[config.mk]
export PLATFORM = sky130hd
export DESIGN_NAME = layer_input_loader
export DESIGN_NICKNAME = d
export VERILOG_FILES = /design/src/rtl/layer_input_loader.sv
export SDC_FILE = /design/constraint.sdc
export NUM_CORES = 1
export LEC_CHECK = 0
export CORE_AREA = 8 8 189 191
export DETAILED_ROUTE_END_ITERATION = 8
export DIE_AREA = 0 0 197 199
export PLACE_DENSITY = 0.73
export SETUP_SLACK_MARGIN = 0.02
export SLEW_MARGIN = 20
export SYNTH_ARGS = -nofsm -noshare
export SYNTH_HDL_FRONTEND = slang
export SYNTH_SLANG_ARGS = --single-unit
[constraint.sdc]
create_clock -name clock -period 2.6 [get_ports clock]
set_input_delay 0.65 -clock clock [delete_from_list [all_inputs] [get_ports clock]]
set_output_delay 0.65 -clock clock [all_outputs]
set_load 0.1 [all_outputs]
[src/rtl/layer_input_loader.sv]
// Serial-to-parallel loader: gathers NUM_INPUTS samples, strobes inputs_ready, then waits for
// layer_done. Optional WAIT-state watchdog enabled by defining LOADER_TIMEOUT_EN.
module layer_input_loader #(
  parameter int unsigned NUM_INPUTS     = 16,
  parameter int unsigned TIMEOUT_CYCLES = 1024,
  parameter int unsigned DATA_W         = 16
) (
  input  logic                                 clock,
  input  logic                                 reset,
  input  logic                                 in_valid,
  input  logic [DATA_W-1:0]                    in_data,
  input  logic                                 in_last,
  output logic                                 in_ready,
  output logic [NUM_INPUTS-1:0][DATA_W-1:0]    layer_inputs,
  output logic                                 inputs_ready,
  input  logic                                 layer_done,
  output logic                                 busy,
  output logic                                 frame_error,
  input  logic                                 err_clear,
  output logic                                 timeout
);

  localparam int unsigned CntW = (NUM_INPUTS > 1) ? $clog2(NUM_INPUTS) : 1;

  typedef enum logic [1:0] {StLoad, StFire, StWait} state_e;

  state_e                              state_q, state_d;
  logic [CntW-1:0]                     count_q, count_d;
  logic [NUM_INPUTS-1:0][DATA_W-1:0]   data_q, data_d;
  logic                                wait_first_q, wait_first_d;
  logic                                in_ready_q, in_ready_d;
  logic                                inputs_ready_q, inputs_ready_d;
  logic                                busy_q, busy_d;
  logic                                frame_error_q, frame_error_d;
  logic                                accept;
  logic                                tmo_hit;
  logic                                tmo_set;

  assign accept = in_valid && in_ready_q;

  always_comb begin
    state_d       = state_q;
    count_d       = count_q;
    data_d        = data_q;
    wait_first_d  = wait_first_q;
    frame_error_d = err_clear ? 1'b0 : frame_error_q;
    tmo_set       = 1'b0;

    unique case (state_q)
      StLoad: begin
        if (accept) begin
          data_d[count_q] = in_data;
          count_d         = count_q + CntW'(1);
          if (count_q == CntW'(NUM_INPUTS - 1)) begin
            // Over-long frame: surplus samples stay at the source since in_ready drops.
            if (!in_last) frame_error_d = 1'b1;
            state_d = StFire;
          end else if (in_last) begin
            for (int i = 0; i < int'(NUM_INPUTS); i++) begin
              if (CntW'(i) > count_q) data_d[i] = '0;
            end
            frame_error_d = 1'b1;
            state_d       = StFire;
          end
        end
      end
      StFire: begin
        count_d      = '0;
        wait_first_d = 1'b1;
        state_d      = StWait;
      end
      StWait: begin
        wait_first_d = 1'b0;
        // First WAIT cycle ignores layer_done so a stale level from the last frame is harmless.
        if (!wait_first_q && layer_done) begin
          state_d = StLoad;
        end else if (tmo_hit) begin
          tmo_set = 1'b1;
          state_d = StLoad;
        end
      end
      default: state_d = StLoad;
    endcase

    in_ready_d     = (state_d == StLoad);
    inputs_ready_d = (state_d == StFire);
    busy_d         = (state_d == StFire) || (state_d == StWait);
  end

  always_ff @(posedge clock or negedge reset) begin
    if (!reset) begin
      state_q        <= StLoad;
      count_q        <= '0;
      data_q         <= '0;
      wait_first_q   <= 1'b0;
      in_ready_q     <= 1'b1;
      inputs_ready_q <= 1'b0;
      busy_q         <= 1'b0;
      frame_error_q  <= 1'b0;
    end else begin
      state_q        <= state_d;
      count_q        <= count_d;
      data_q         <= data_d;
      wait_first_q   <= wait_first_d;
      in_ready_q     <= in_ready_d;
      inputs_ready_q <= inputs_ready_d;
      busy_q         <= busy_d;
      frame_error_q  <= frame_error_d;
    end
  end

`ifdef LOADER_TIMEOUT_EN
  localparam int unsigned TmoW = $clog2(TIMEOUT_CYCLES + 1);

  logic [TmoW-1:0] tmo_cnt_q, tmo_cnt_d;
  logic            timeout_q, timeout_d;

  assign tmo_hit = (state_q == StWait) && (tmo_cnt_q == TmoW'(TIMEOUT_CYCLES - 1));

  always_comb begin
    tmo_cnt_d = tmo_cnt_q;
    if (state_q == StFire) begin
      tmo_cnt_d = '0;
    end else if (state_q == StWait) begin
      tmo_cnt_d = tmo_cnt_q + TmoW'(1);
    end
    timeout_d = err_clear ? 1'b0 : timeout_q;
    if (tmo_set) timeout_d = 1'b1;
  end

  always_ff @(posedge clock or negedge reset) begin
    if (!reset) begin
      tmo_cnt_q <= '0;
      timeout_q <= 1'b0;
    end else begin
      tmo_cnt_q <= tmo_cnt_d;
      timeout_q <= timeout_d;
    end
  end

  assign timeout = timeout_q;
`else
  assign tmo_hit = 1'b0;
  assign timeout = 1'b0;
`endif

  assign in_ready     = in_ready_q;
  assign inputs_ready = inputs_ready_q;
  assign busy         = busy_q;
  assign frame_error  = frame_error_q;
  assign layer_inputs = data_q;

endmodule

==> summary.md <==
| Metric | Value |
|---|---|
| Post-CTS Setup Bufs | `0` |
| Total track usage | `about 22%` |
| Mean Syn Cell Area | `9.81 um2` |
| Syn Nets | `1244` |
| Max-slew violation count | `0` |
| Post-synth EDFFs | `0` |
| Final WS setup | `360 ps` |
| Post-route setup TNS | `0 ps` |
| Share of layout cells above drive strength 1 | `roughly 29%` |
| Delay-heaviest family, CP | `flip-flops` |
| Outcome | `complete, no violations` |
| # port buffers | `approximately 280` |
| Critical-path cell list | `buf_4` |
| Warnings from Yosys | `0` |
| Leading area contributor after synthesis | `dfrtp_1` |
| Slowest cell on crit path | `dfstp_2` |
| Synth Flop Type | `dfrtp_1` |
| Largest net degree at the start of global routing | `66` |
| TritonCTS Sinks | `267` |
| GRT overflow | `0` |
| Buf+Inv Stages, Crit Path | `1` |
| Share of the synthesized area in the top cell type | `between 50% and 60%` |
| Max_cap viols | `0` |
| RSZ-0062 raised after global routing | `false` |
| Die H | `199 um` |
| Most frequent cell after synthesis | `dfrtp_1` |
| DR WL/cell | `23.7 um` |
| Worst path max stage delay | `690 ps` |
| Die ar. | `39200 um2` |
| Clk_lat worst skew | `550 ps` |
| Final Cycle Share | `around 86%` |
| CP Launch Type | `register` |
| Register-to-register setup slack | `~460 ps` |
| TritonCTS Buffers | `28` |
| Seq/Total Area, Yosys | `around 56%` |
| Fill cell count | `3068` |
| Number of H-tree levels | `1` |
| Minimum clock period | `2240 ps` |
| Site row count | `67` |
| Gpl congestion | `0.827` |
| Initial DRT Pass Iterations | `5` |
| Design area | `15700 um2` |
| CTS Buffer Depth | `3` |
| Least-Margin Pin Slew | `799 ps` |
| Post-Place Setup Slack | `~43 ps` |
| CTS resizes | `0` |
| Fmax | `approximately 450 MHz` |
| First-pass GRT wire length | `68500 um` |
| Std-Cell Core Area | `32900 um2` |
| Synth-to-Final Area Change | `31.8%` |
| Antenna diode count | `0` |
| Commonest cells in the netlist | `dfrtp_1 (266), nand3_1 (228), o21ai_0 (224)` |
| Post-DP HPWL | `29300 um` |
| Max-slew headroom | `46.7%` |
| Initial core utilization | `approximately 36%` |
| Antenna-violating nets left | `0` |
| Layout Skew | `roughly 17 ps` |
| WS Path Type | `register to output port` |
| Via density | `5.73` |
| Vias after detailed routing | `11017` |
| TritonCTS clock tree | `yes` |
| Crit-path max FO | `14` |
| Width of the chip | `around 200 um` |
| Leading post-synthesis cells by cell area | `dfrtp_1 (56%), nand3_1 (9.6%), o21ai_0 (9.4%)` |
| DRC errors left | `0` |
| Root Buffer | `clkbuf_16` |
| Synth cell types | `51` |
| Clock slew at reported path FFs | `70 ps` |
| Hold_ws | `41.7 ps` |
| Final Setup Violations | `0` |
| Worst hold path class | `primary input to asynchronous set/reset pin` |
| Final nets | `1485` |
| Starting DRC count in detailed routing | `slightly above 1000` |
| Area post-placement | `14600 um2` |
| Mapped Area | `11900 um2` |
| Number of top-level pins | `283` |
| CP Data Arrival Time | `1590 ps` |
| Final-report hold violation count | `0` |
| Cells after Synth | `1211` |
| Synth Register Bits | `267` |
| Worst Setup End Kind | `output port` |
| Final WL | `45500 um` |
| Hold-fix buffers, CTS | `0` |
| Vias in the first global route | `~11000` |
| Initial antenna violation count | `0` |
| Asr flop ratio synth | `100%` |
| Worst endpoint required time | `1950 ps` |
==> cell type report <==
type	instances	area, um2	share of cell area (%)
sequential	267	6680	42.7
tap	448	561	3.58
multi-input combinational	792	4530	28.9
inverter	10	37.5	0.240
timing repair buffer	353	2830	18.1
clock buffer	37	795	5.07
clock inverter	15	223	1.42
==> metrics by stage <==
stage / instances / utilization (%)
6_report: 1922 / 47.6
5_1_grt: 1922 / 47.6
4_1_cts: 1922 / 47.6
3_5_place_dp: 1870 / 44.5
3_3_place_gp: 1870 / 44.5
2_1_floorplan: 1211 / -
==> kinds of logic (layout without fill, tap and decap cells) <==
logic type | Yosys count | count (layout) | synth area share, %
DFF | 267 | 267 | 56.3
other | 1 | 1 | 0.0316
AOI/OAI and AO/OA | 484 | 484 | 21.7
and+or+nand+nor | 276 | 276 | 12.7
xor gates and xnor gates | 1 | 1 | 0.0738
muxes | 19 | 19 | 2.11
buffers and inverters | 152 | 415 | 5.92
adders and majority gates | 11 | 11 | 1.16
==> worst paths after layout <==
path,depth (start not counted),endpoint,start
max,1,in_ready,in_ready$_DFF_PN1_
min,1,layer_inputs[251]$_DFFE_PN0P_,reset
max reg2reg,6,layer_inputs[178]$_DFFE_PN0P_,state_q[0]$_DFF_PN0_
min reg2reg,1,layer_inputs[1]$_DFFE_PN0P_,layer_inputs[1]$_DFFE_PN0P_
max in group asynchronous,2,layer_inputs[168]$_DFFE_PN0P_,reset
min in group clock,1,layer_inputs[1]$_DFFE_PN0P_,layer_inputs[1]$_DFFE_PN0P_
==> sequential cells by signal, indices dropped and copies added, names as in the netlist <==
name,count
layer_inputs,256
count_q,4
state_q,2
busy,1
frame_error,1
in_ready,1
inputs_ready,1
wait_first_q,1
==> worst reg2reg max path: stages (launching register included) <==
cell and delay, ps:
dfrtp_1 420, inv_1 90, ha_1 290, buf_4 220, nand4_4 160, a2bb2oi_2 630, a22o_1 250
==> metal layers <==
metal / share of wire (%) / global-route usage, % / vias up / routed length (um)
li1: - / - / 4839 / -
met1: 40 / 28.8 / 5475 / 18100
met2: 47 / 36.4 / 577 / 21500
met3: 8.6 / 4.53 / 126 / 3900
met4: 4.4 / 9.58 / 0 / 2010
met5: 0 / 0 / - / 0
==> placed cells by master (no fill, tap or decap), drive strengths merged, types with 2 or more instances in the layout <==
master         count
and4               4
nor2               6
and2               3
nand2b             4
a22o              16
o22ai              2
mux2              18
buf              333
o21a               3
dfrtp            266
clkinv             6
nor3               3
and3               2
nand3            229
nor2b              4
clkinvlp           3
a21oi            212
o21ai            227
nand2              5
clkdlybuf4s50     20
inv               11
or3                5
a22oi             16
a2bb2oi            2
bufinv             5
nand4              5
clkbuf            37
ha                11
Power is not shown: default switching activity piles up to over one toggle a cycle in this logic, so the estimate is an artifact.
